<file path="config.mk">
export PLATFORM = sky130hd
export DESIGN_NAME = bist_ctrl
export DESIGN_NICKNAME = d
export VERILOG_FILES = /design/src/rtl/bist_pkg.sv /design/src/rtl/bist_cycle_counter.sv /design/src/rtl/bist_ctrl.sv
export SDC_FILE = /design/constraint.sdc
export NUM_CORES = 1
export LEC_CHECK = 0
export BUFFER_PORTS_ARGS = -buffer_cell sky130_fd_sc_hd__buf_2
export CAP_MARGIN = 20
export CELL_PAD_IN_SITES_DETAIL_PLACEMENT = 0
export CELL_PAD_IN_SITES_GLOBAL_PLACEMENT = 2
export CORE_MARGIN = 10
export CORE_UTILIZATION = 28
export CTS_BUF_LIST = sky130_fd_sc_hd__clkbuf_8 sky130_fd_sc_hd__clkbuf_16
export DETAILED_ROUTE_END_ITERATION = 6
export PLACE_DENSITY = 0.82
export SLEW_MARGIN = 30
export SYNTH_ARGS = -nofsm -noshare
export SYNTH_HDL_FRONTEND = slang
export SYNTH_SLANG_ARGS = --single-unit
export TNS_END_PERCENT = 1
</file>
<file path="constraint.sdc">
create_clock -name clk -period 1.6 [get_ports clk]
set_input_delay 0.4 -clock clk [delete_from_list [all_inputs] [get_ports clk]]
set_output_delay 0.4 -clock clk [all_outputs]
set_load 0.005 [all_outputs]
</file>
<file path="src/rtl/bist_pkg.sv">
// Shared types and constants for the BIST session controller.
package bist_pkg;

    typedef enum logic [2:0] {
        IDLE,
        CLEAR,
        RUN,
        CAPTURE,
        DONE
    } bist_ctrl_state_e;

    localparam int BIST_CLEAR_CYCLES = 2;
    localparam int BIST_FAILCNT_W    = 8;

endpackage

</file>
<file path="src/rtl/bist_cycle_counter.sv">
// Load/enable cycle counter with terminal-count flag; holds at the terminal value.
module bist_cycle_counter #(
    parameter int W = 4
) (
    input  logic         clk,
    input  logic         rst,
    input  logic         load,
    input  logic         en,
    input  logic [W-1:0] term,
    output logic         tc
);

    logic [W-1:0] count;

    always_ff @(posedge clk or posedge rst) begin
        if (rst)
            count <= '0;
        else if (load)
            count <= '0;
        else if (en && !tc)
            count <= count + 1'b1;
    end

    assign tc = (count == term);

endmodule

</file>
<file path="src/rtl/bist_ctrl.sv">
// BIST session controller: clear, run PAT_COUNT patterns, capture and grade the MISR signature.
// Optional macro BIST_CTRL_FAILCNT_EN adds a saturating fail_count output.
module bist_ctrl
    import bist_pkg::*;
#(
    parameter int WIDTH     = 4,
    parameter int PAT_COUNT = 16
) (
    input  logic             clk,
    input  logic             rst,
    input  logic             start,
    input  logic [WIDTH-1:0] golden_sig,
    input  logic [WIDTH-1:0] misr_signature,
    input  logic             scan_req,
    output logic             bist_rstn,
    output logic             bist_mode,
    output logic             scan_en,
    output logic             busy,
    output logic             done,
    output logic             pass,
    output logic             fail
`ifdef BIST_CTRL_FAILCNT_EN
    ,
    output logic [BIST_FAILCNT_W-1:0] fail_count
`endif
);

    localparam int CNT_W = $clog2(PAT_COUNT + 1);
    localparam logic [CNT_W-1:0] RUN_LAST   = CNT_W'(PAT_COUNT - 1);
    localparam logic [CNT_W-1:0] CLEAR_LAST = CNT_W'(BIST_CLEAR_CYCLES - 1);

    bist_ctrl_state_e state_q, state_d;
    logic             cnt_load, cnt_en, cnt_tc;
    logic [CNT_W-1:0] cnt_term;
    logic             rstn_d, mode_d, busy_d, done_d;
    logic             sig_match;

    bist_cycle_counter #(.W(CNT_W)) u_cnt (
        .clk  (clk),
        .rst  (rst),
        .load (cnt_load),
        .en   (cnt_en),
        .term (cnt_term),
        .tc   (cnt_tc)
    );

    // One counter serves both timed phases; it restarts on every state change.
    assign cnt_load  = (state_d != state_q);
    assign cnt_en    = (state_q == CLEAR) || (state_q == RUN);
    assign cnt_term  = (state_q == RUN) ? RUN_LAST : CLEAR_LAST;
    assign sig_match = (misr_signature == golden_sig);

    always_ff @(posedge clk or posedge rst) begin
        if (rst)
            state_q <= IDLE;
        else
            state_q <= state_d;
    end

    // DONE hands a held start straight to CLEAR so back-to-back sessions have no idle gap.
    always_comb begin
        state_d = state_q;
        case (state_q)
            IDLE:    if (start) state_d = CLEAR;
            CLEAR:   if (cnt_tc) state_d = RUN;
            RUN:     if (cnt_tc) state_d = CAPTURE;
            CAPTURE: state_d = DONE;
            DONE:    state_d = start ? CLEAR : IDLE;
            default: state_d = IDLE;
        endcase
    end

    always_comb begin
        rstn_d = (state_d != CLEAR);
        mode_d = (state_d == RUN);
        busy_d = (state_d != IDLE);
        done_d = (state_d == DONE);
    end

    always_ff @(posedge clk or posedge rst) begin
        if (rst) begin
            bist_rstn <= 1'b0;
            bist_mode <= 1'b0;
            busy      <= 1'b0;
            done      <= 1'b0;
            pass      <= 1'b0;
            fail      <= 1'b0;
        end else begin
            bist_rstn <= rstn_d;
            bist_mode <= mode_d;
            busy      <= busy_d;
            done      <= done_d;
            if (state_q != CLEAR && state_d == CLEAR) begin
                pass <= 1'b0;
                fail <= 1'b0;
            end else if (state_q == CAPTURE) begin
                pass <= sig_match;
                fail <= !sig_match;
            end
        end
    end

    // busy is low in IDLE, so scan is only granted outside a session.
    assign scan_en = scan_req & ~busy;

`ifdef BIST_CTRL_FAILCNT_EN
    always_ff @(posedge clk or posedge rst) begin
        if (rst)
            fail_count <= '0;
        else if (state_q == CAPTURE && !sig_match && fail_count != '1)
            fail_count <= fail_count + 1'b1;
    end
`endif

endmodule

</file>
Yosys cells after proc, flatten, opt, wreduce, memory -nomap -nowiden:

Index checks and enable logic that the tools add are counted.
W data, S select, Z words.

* flip-flop bits (word level): 14
* output and inout bits: 7
* word-level logic and storage cells: 44

* $add $sub $neg: 1
* eq/ne operators: 12
* mux-type cells: 12
* bitwise operators: 2
* reductions and logical operators: 9

Operators by type and width (count)
* $pmux W3 S5: 1
* $mux W5: 2
* $eq A3 B2 Y1 const B: 3
* $mux W3: 3
* $eq A3 B1 Y1 const B: 2
* $eq A3 B3 Y1 const B: 2
* $ne A3 B1 Y1 const B: 2
* $add A5 B1 Y5 const B: 1
* $eq A5 B4 Y1: 1
* $mux W1: 5
* $eq A4 B4 Y1: 1
* $mux W4: 1
* $reduce_bool A2 Y1: 2
* $logic_not A3 Y1: 1
* $ne A3 B3 Y1: 1
* $reduce_bool A3 Y1: 1
* $logic_and A1 B1 Y1: 2
* $logic_not A1 Y1: 2
* $and A1 B1 Y1: 1
* $logic_or A1 B1 Y1: 1
* $not A1 Y1: 1

Longest topological paths before layout:

Gate-level depths: netlist (run 1).

* word-level depth: 8
* depth in mapped cells: 6
* mapped depth without buffers: 5

Modules after synthesis:

Synthesis (run 1) repeated with hierarchy kept, for this count alone.

* cells, all modules: 89
* area, all modules: 859.6 µm²

Modules (own cells, without submodules)
* bist_ctrl: times used 1, cells each 48, area an instance 483.0 µm², sequential area each 225.2 µm²
* bist_cycle_counter: times used 1, cells each 41, area an instance 376.6 µm², sequential area each 125.1 µm²

Worst setup path before layout (run 1):

No wires, ideal clock.

* kind: reg-to-reg
* start point: register u_cnt.count[1]
* end point: register u_cnt.count[1]
* arrival: 1443 ps
* path slack: 79 ps
* stages on the path, launching flop included: 5
* path buffers: 0
* clock period less this slack: 1521 ps
* cells stage by stage: dfrtp_1 > or3_4 > o21a_4 > or3b_1 > a21oi_1

* word-level cells in the longest chain between the ends: 5
* elaborated cells between the ends (all ways): 11
* those cells by class: add/sub: 1; eq/ne: 2; mux: 5; reduce/logical: 3

Ends and longest elaborated chain
* from (decl): line bist_cycle_counter.sv:13 `logic [W-1:0] count;`
* from (signal assigned): line bist_cycle_counter.sv:21 `count <= count + 1'b1;`
* $eq A5 B4 Y1: line bist_cycle_counter.sv:24 `assign tc = (count == term);`
* $mux W3, on equally long branches: line bist_ctrl.sv:66, bist_ctrl.sv:65
* $pmux W3 S5: line bist_ctrl.sv:63 `case (state_q)`
* $ne A3 B3 Y1: line bist_ctrl.sv:48 `assign cnt_load = (state_d != state_q);`
* $mux W5 / $reduce_bool A2 Y1 (equally long branches)

Parallel ways exist; a longest one is shown, timed or not. The select of a mux whose other input is x is not followed.
A chain may end at the register's enable or synchronous reset.

Final worst setup path (run 1):

Ends and elaborated chain as after synthesis.

==> results.yml, run 1 <==
clocking:
  cts_hold_buf: 0
  cts_tree: "built"
  path_clk_slew_ns: 0.05
  cts.path.max_buffers: 2
  clockRootBuffer: "clkbuf_8"
  cts.sink_count: 14
  clock_latency_ns: 0.24
  h-tree-depth: 1
  cts_buffers: 3
power:
  comb_power_share: 0.508
  power.leakage_nw: 0.482
  sw_frac_of_total: 0.387
  p_switching_uw: 643
  p_seq_frac: 0.323
  ir_drop_mv: 0.622
  p_int_mw: 1.02
  clkPwrFrac: 0.169
  total_power_mw: 1.66
  powerDensity_nw_per_um2: 1560
yosys:
  ys_async_sr_fraction: 1.00
  synth_area_leader_cell: "dfrtp_1"
  ys_seq_area_frac: 0.413
  synth_mux_area_frac: 0.0280
  synthAdderAreaFrac: 0.0147
  synth_compound_area_frac: 0.205
  synth_top_area_frac: 0.413
  synth-edff-count: 0
  avgSynthCellArea_um2: 9.53
  synth-warning-count: 0
  synthSimpleGateAreaFrac: 0.233
  synth_top_flop_cell: "dfrtp_1"
  syn_nets: 102
  syn-instance-count: 89
  synth_seq_cells: 14
  synth_top_family_by_area: "simple AND/OR/NAND/NOR gates"
  syn_area_um2: 848
  synth_cell_types: 36
  synthXorXnorAreaFrac: 0.0516
  yosys-top-cells-area: "dfrtp_1, xor2_1, a21oi_1"
route:
  dr_wl_met3_um: 108
  drt_pass1_iterations: 4
  postRouteAntennaNets: 0
  met1Wirelength_um: 863
  routed-wl-met2_um: 887
  routed.top_layer: "met4"
  viasPerCell: 5.01
  vias: 717
  drtIter0Drc: 15
  drc_errors: 0
  drt_wl_total_um: 1900
  wl_per_cell_um: 13.3
timing:
  final-hold-violation-count: 0
  max_freq_mhz: 641
  maxSlewViolCount: 0
  timing.final.crit_share: 0.976
  setup_viol: 0
  worst_pin_slew_ns: 0.542
  max_slew_margin: 0.638
  rsz0062_at_grt: "yes"
  skew_ns: 0.00208
  period_needed_ns: 1.56
setup_path:
  crit_required_ns: 1.77
  end_kind: "flop"
  path_class: "reg2reg"
  cp.arrival_ns: 1.73
  worst-path-max-fanout: 5
  cp-start-kind: "flop"
  slowest_stage: "or3_4"
  cpPeakStageDelay_ns: 0.41
  critical_path.cell_chain: "or3_4 > o21a_4 > or3b_1 > a21oi_2"
placed_design:
  port_buffers: 18
  dp.final_hpwl_um: 1520
  place_congestion: 0.927
layout:
  syn2layout_area_growth_pct: 25.1
  multi_input_area_um2: 473
  fillers: 276
  fin_nets: 127
  antennaDiodeCount: 0
  seq_area_um2: 350
  utilization: 0.375
  layout-drive-gt1-share: 0.321
global_route:
  grt_pass1_wl_um: 3050
  grt_max_degree: 15
  antenna_found_initial: 0
  grt_pass1_vias: 739
  overflow: 0
  grt_use_total: 0.0706
floorplan:
  row_count: 19
  die_y_um: 75.0
  die-area_um2: 5630
  initial_utilization: 0.300
  core_um2: 2830
  ioPinCount: 19
  fp.dieW_um: 75.0
hold_path:
  hp-class: "in2async"
status:
  status: "completed"
flow_run:
  maxCapViolations: 0
-- Yosys cell counts, drive strengths merged, types with 3 or more instances --
master	instances
nand2	9
dfrtp	14
nand3	3
and3	3
xor2	5
nor2b	6
o21ai	5
a21oi	8
inv	4
buf	3
-- cell usage in the layout, fill, tap and decap left out, drive strengths merged, types with 2 or more instances in the layout --
master,count
a211oi,2
a21o,2
a21oi,8
and3,3
buf,25
clkbuf,3
dfrtp,14
inv,4
mux2i,2
nand2,9
nand3,3
nor2,2
nor2b,6
nor3,2
nor4,2
o21ai,5
xor2,5
-- final timing paths --
| check | from | end | slack [ns] | depth (start not counted) |
|---|---|---|---|---|
| worst max-delay path | u_cnt.count[1] | u_cnt.count[1] | 0.04 | 4 |
| worst min-delay path | rst | done | 0.19 | 2 |
| worst max register to register | u_cnt.count[1] | u_cnt.count[1] | 0.04 | 4 |
| worst min register to register | fail | fail | 0.53 | 2 |
| max in group asynchronous | rst | bist_mode | 1.05 | 2 |
| min in group clk | start | state_q[0] | 0.50 | 3 |
-- kinds of logic after synthesis --
family	count (synthesis)
buffers and inverters	9
adder cells (fa/ha/maj)	1
AND/OR/NAND/NOR	33
AO/OA/AOI/OAI	25
XOR/XNOR	5
flip-flops	14
multiplexers	2
-- through the flow --
step           hold WS [ns]  instances  instance area (um^2)  setup slack [ns]  setup TNS [ns]
6_report              0.194        143                  1060            0.0392               0
5_1_grt               0.247        143                  1060          -0.00263        -0.00263
4_1_cts               0.215        143                  1040         -0.000247       -0.000247
3_5_place_dp          0.478        140                   998           0.00743               0
3_3_place_gp          0.467        140                   998            0.0673               0
2_1_floorplan         0.289         89                   848            0.0794               0
-- flip-flops by register name (all words and copies together) (netlist names) --
| name | cells |
|---|---|
| fail | 1 |
| busy | 1 |
| state_q | 3 |
| pass | 1 |
| bist_mode | 1 |
| bist_rstn | 1 |
| done | 1 |
| u_cnt.count | 5 |
-- power groups by stage --
stage	Clock, mW	Sequential [mW]	Combinational, mW
floorplan	0	0.537	0.561
global placement	0	0.540	0.805
detailed placement	0	0.541	0.794
CTS	0.288	0.538	0.794
global route	0.301	0.548	0.923
finish	0.281	0.535	0.843
-- repair_timing --
item,in CTS,in global routing
pin swaps,0,0
cloned,0,0
endpoints found under the setup margin,1,5
setup buffers,0,0
gates resized for setup,0,4
-- cell type report --
class	count	share of cell area
Multi-Input combinational cell	66	0.446
Sequential cell	14	0.330
Timing Repair Buffer	25	0.134
Clock buffer	3	0.0389
Tap cell	31	0.0366
Inverter	4	0.0142
-- routing by layer --
| layer | vias up | track usage |
|---|---|---|
| li1 | 364 | - |
| met1 | 328 | 0.0791 |
| met2 | 20 | 0.114 |
| met3 | 5 | 0.0223 |
| met4 | 0 | 0.0441 |
| met5 | - | 0 |
-- worst max-delay path: cells and delay by family, from the launching register on --
kind | cells | cell delay, ns
AND/OR/NAND/NOR | 2 | 0.77
flip-flops | 1 | 0.38
AO/OA/AOI/OAI | 2 | 0.34
Power figures use the tool's default switching activity.
==> inputs of run 2 (changes only) <==
--- a/config.mk
+++ b/config.mk
@@ -13,7 +13,7 @@
 export CORE_UTILIZATION = 28
 export CTS_BUF_LIST = sky130_fd_sc_hd__clkbuf_8 sky130_fd_sc_hd__clkbuf_16
 export DETAILED_ROUTE_END_ITERATION = 6
-export PLACE_DENSITY = 0.82
+export PLACE_DENSITY = 0.77
 export SLEW_MARGIN = 30
 export SYNTH_ARGS = -nofsm -noshare
 export SYNTH_HDL_FRONTEND = slang
==> results.yml, run 2 (synthesis gave the netlist of run 1 again) <==
layout:
  layout-drive-gt1-share: 0.402
  final_cells: 153
  reg_top3: "u_cnt.count: 5 flops, state_q: 3 flops"
  antennaDiodeCount: 0
  final_cell_mix: "buf_2, buf_4, dfrtp_1, nand2_1, a21oi_1"
  fin_area_um2: 1150
  fin_nets: 136
  final_common_cell: "buf_2"
  syn2layout_area_growth_pct: 36.1
  utilization: 0.408
  regMostFlops: "u_cnt.count"
  largest_reg_flops: 5
clocking:
  clockRootBuffer: "clkbuf_8"
  cts_hold_buf: 0
  cts_tree: "built"
  cts_buffers: 3
  cts.sink_count: 14
  h-tree-depth: 1
  cts.path.max_buffers: 2
  path_clk_slew_ns: 0.06
  clock_latency_ns: 0.25
timing:
  whs_ns: 0.179
  setup_viol: 1
  maxSlewViolCount: 0
  period_needed_ns: 1.63
  skew_ns: 0.00690
  setup_tns_ns: -0.0332
  timing.final.crit_share: 1.02
  rsz0062_at_grt: "yes"
  max_freq_mhz: 612
  final-hold-violation-count: 0
  worst_pin_slew_ns: 0.540
  setup_ws_ns: -0.0332
  max_slew_margin: 0.639
floorplan:
  row_count: 19
  fp.dieW_um: 75.0
  die-area_um2: 5630
  die_y_um: 75.0
  ioPinCount: 19
  initial_utilization: 0.300
  core_um2: 2830
route:
  viasPerCell: 4.92
  wl_per_cell_um: 13.4
  drtIter0Drc: 12
  drc_errors: 0
  routed-wl-met2_um: 989
  met1Wirelength_um: 915
  drt_wl_total_um: 2060
  routed.top_layer: "met4"
  dr_wl_met3_um: 126
  postRouteAntennaNets: 0
  vias: 752
  drt_pass1_iterations: 4
global_route:
  grt_pass1_vias: 852
  overflow: 0
  antenna_found_initial: 0
  grt_max_degree: 15
  grt_pass1_wl_um: 3630
  grt_use_total: 0.0834
setup_path:
  timing.rr.end: "u_cnt.count[1]"
  path_class: "reg2reg"
  r2r-start: "u_cnt.count[2]"
  cp-start-kind: "flop"
  cp.arrival_ns: 1.81
  end_kind: "flop"
  crit_required_ns: 1.77
  worst-path-max-fanout: 5
  ff2ff_path_depth: 4
  r2r_slack_ns: -0.03
placed_design:
  dp.final_hpwl_um: 1660
  dpl_cell_area_um2: 1050
  dpl.cell_count: 147
  place_congestion: 0.821
  dp_slack_ns: -0.0665
  port_buffers: 18
status:
  violations: "setup timing"
  status: "finished, violations left"
power:
  total_power_mw: 1.92
  powerDensity_nw_per_um2: 1660
  power.leakage_nw: 0.534
  ir_drop_mv: 0.573
hold_path:
  hp-class: "in2async"
flow_run:
  maxCapViolations: 0
==> run 2: worst max-delay path, cell delays in order (launching register included) <==
cell     delay [ns]
dfrtp_1        0.39
or3_4          0.42
o21a_4         0.23
or3b_4         0.37
a21oi_2        0.15
==> run 2: layer usage <==
layer / up-vias / GRT usage
li1: 386 / -
met1: 347 / 0.0854
met2: 17 / 0.142
met3: 2 / 0.0315
met4: 0 / 0.0504
met5: - / 0
==> run 2: cell type report <==
| cell class | instances | area (um^2) |
|---|---|---|
| Clock buffer | 4 | 55.1 |
| Fill cell | 284 | 1670 |
| Inverter | 4 | 15.0 |
| Multi-Input combinational cell | 66 | 485 |
| Sequential cell | 14 | 350 |
| Tap cell | 31 | 38.8 |
| Timing Repair Buffer | 34 | 210 |
==> run 2: power by group <==
part | switching [mW] | internal [mW] | leakage (nW)
Clock | 0.129 | 0.218 | 0.0288
Sequential | 0.0796 | 0.460 | 0.183
Combinational | 0.505 | 0.524 | 0.322
==> run 2: worst max-delay path by stage <==
stage / slack (ns) / start / to
6_report: -0.03 / u_cnt.count[2] / u_cnt.count[1]
5_1_grt: -0.05 / u_cnt.count[2] / u_cnt.count[1]
4_1_cts: -0.002 / u_cnt.count[1] / u_cnt.count[1]
3_5_place_dp: -0.07 / u_cnt.count[1] / u_cnt.count[0]
3_3_place_gp: 0.06 / u_cnt.count[1] / u_cnt.count[0]
2_1_floorplan: 0.08 / u_cnt.count[1] / u_cnt.count[1]
==> run 2: timing repair <==
item,CTS,global route
gates resized for setup,2,5
pin swaps,0,2
buffers inserted,0,2
endpoints found under the hold margin,0,0
setup endpoints to repair,2,5
==> inputs of run 3 (changes only) <==
--- a/config.mk
+++ b/config.mk
@@ -9,7 +9,6 @@
 export CAP_MARGIN = 20
 export CELL_PAD_IN_SITES_DETAIL_PLACEMENT = 0
 export CELL_PAD_IN_SITES_GLOBAL_PLACEMENT = 2
-export CORE_MARGIN = 10
 export CORE_UTILIZATION = 28
 export CTS_BUF_LIST = sky130_fd_sc_hd__clkbuf_8 sky130_fd_sc_hd__clkbuf_16
 export DETAILED_ROUTE_END_ITERATION = 6
==> results.yml, run 3 (synthesis gave the netlist of run 1 again) <==
layout:
  fin_area_um2: 1080
  largest_reg_flops: 5
  seq_area_um2: 353
  antennaDiodeCount: 0
  multi_input_area_um2: 479
  layout-drive-gt1-share: 0.354
  regMostFlops: "u_cnt.count"
  syn2layout_area_growth_pct: 27.7
  fillers: 292
  final_common_cell: "buf_2"
  reg_top3: "u_cnt.count: 5 flops, state_q: 3 flops"
  fin_nets: 127
  final_cells: 144
  utilization: 0.386
  final_cell_mix: "buf_2, dfrtp_1, nand2_1, a21oi_1, buf_4"
power:
  p_switching_uw: 676
  sw_frac_of_total: 0.385
  clkPwrFrac: 0.197
  power.leakage_nw: 0.489
  powerDensity_nw_per_um2: 1620
  total_power_mw: 1.76
  p_seq_frac: 0.316
  comb_power_share: 0.487
  ir_drop_mv: 0.492
  p_int_mw: 1.08
placed_design:
  dp.final_hpwl_um: 1450
  dpl.cell_count: 140
  place_congestion: 0.827
  dp_slack_ns: -0.00534
  dpl_cell_area_um2: 998
  port_buffers: 18
setup_path:
  path_class: "reg2reg"
  r2r-start: "u_cnt.count[1]"
  r2r_slack_ns: 0.03
  slowest_stage: "or3_4"
  cp.arrival_ns: 1.74
  crit_path_start: "u_cnt.count[1]"
  crit_required_ns: 1.77
  ff2ff_path_depth: 4
  path_delay_family: "simple AND/OR/NAND/NOR gates"
  worst-path-buf-inv: 0
  critical_path.cell_chain: "or3_4 > o21a_4 > or3b_1 > a21oi_1"
  end_kind: "flop"
  cp-start-kind: "flop"
  cpPeakStageDelay_ns: 0.41
  worst-path-max-fanout: 5
  timing.rr.end: "u_cnt.count[1]"
timing:
  setup_tns_ns: 0
  max_freq_mhz: 638
  final-hold-violation-count: 0
  setup_ws_ns: 0.0321
  period_needed_ns: 1.57
  timing.final.crit_share: 0.980
  skew_ns: 0.00593
  worst_pin_slew_ns: 0.559
  rsz0062_at_grt: "yes"
  maxSlewViolCount: 0
  whs_ns: 0.192
  max_slew_margin: 0.627
  setup_viol: 0
global_route:
  grt_pass1_wl_um: 3090
  grt_pass1_vias: 679
  grt_max_degree: 15
  grt_use_total: 0.125
  overflow: 0
  antenna_found_initial: 0
clocking:
  cts.sink_count: 14
  h-tree-depth: 1
  post-cts-setup-buffers: 0
  clockRootBuffer: "clkbuf_8"
  cts.path.max_buffers: 2
  cts_buffers: 3
  cts_hold_buf: 0
  path_clk_slew_ns: 0.06
  cts_tree: "built"
  clock_latency_ns: 0.25
floorplan:
  die_y_um: 57.0
  fp.dieW_um: 57.0
  core_um2: 2810
  die-area_um2: 3250
  row_count: 19
  ioPinCount: 19
  initial_utilization: 0.302
flow_run:
  maxCapViolations: 0
route:
  viasPerCell: 5.14
  wl_per_cell_um: 13.5
  drt_pass1_iterations: 4
  drt_wl_total_um: 1940
  postRouteAntennaNets: 0
  vias: 740
  drc_errors: 0
  drtIter0Drc: 10
status:
  status: "completed"
hold_path:
  hp-class: "in2async"
-- run 3: changes by cell type in the layout (fill, tap and decap cells not counted), sizes merged --
cell / delta
buf: -9
-- run 3: worst max-delay path by stage --
stage,end,slack [ns],cells after the start
global route,u_cnt.count[1],-0.007,4
floorplan,u_cnt.count[1],0.08,4
finish,u_cnt.count[1],0.03,4
global placement,u_cnt.count[0],0.04,4
CTS,u_cnt.count[1],0.03,4
detailed placement,u_cnt.count[4],-0.005,4
-- run 3: layout make-up --
cell class                 count  share of cell area
clock buffer                   4              0.0508
multi-input combinational     66               0.442
inverter                       4              0.0139
sequential                    14               0.326
tap                           31              0.0358
timing repair buffer          25               0.132
-- run 3: repair_timing --
item,in CTS,in global routing
resized for setup,2,5
cloned,0,0
hold endpoints to repair,0,0
pin swaps,0,1
setup endpoints to repair,4,4
-- run 3: layer usage --
layer / track usage / wire (um)
met4: 0.0523 / 27
met5: 0 / 0
met1: 0.164 / 883
met2: 0.193 / 927
met3: 0.0340 / 101
-- run 3: power groups by stage --
| stage | clock, mW | sequential, mW | combinational (mW) |
|---|---|---|---|
| 2_1_floorplan | 0 | 0.537 | 0.561 |
| 3_3_place_gp | 0 | 0.547 | 0.792 |
| 3_5_place_dp | 0 | 0.547 | 0.795 |
| 4_1_cts | 0.354 | 0.544 | 0.834 |
| 5_1_grt | 0.372 | 0.565 | 0.943 |
| 6_report | 0.346 | 0.554 | 0.856 |
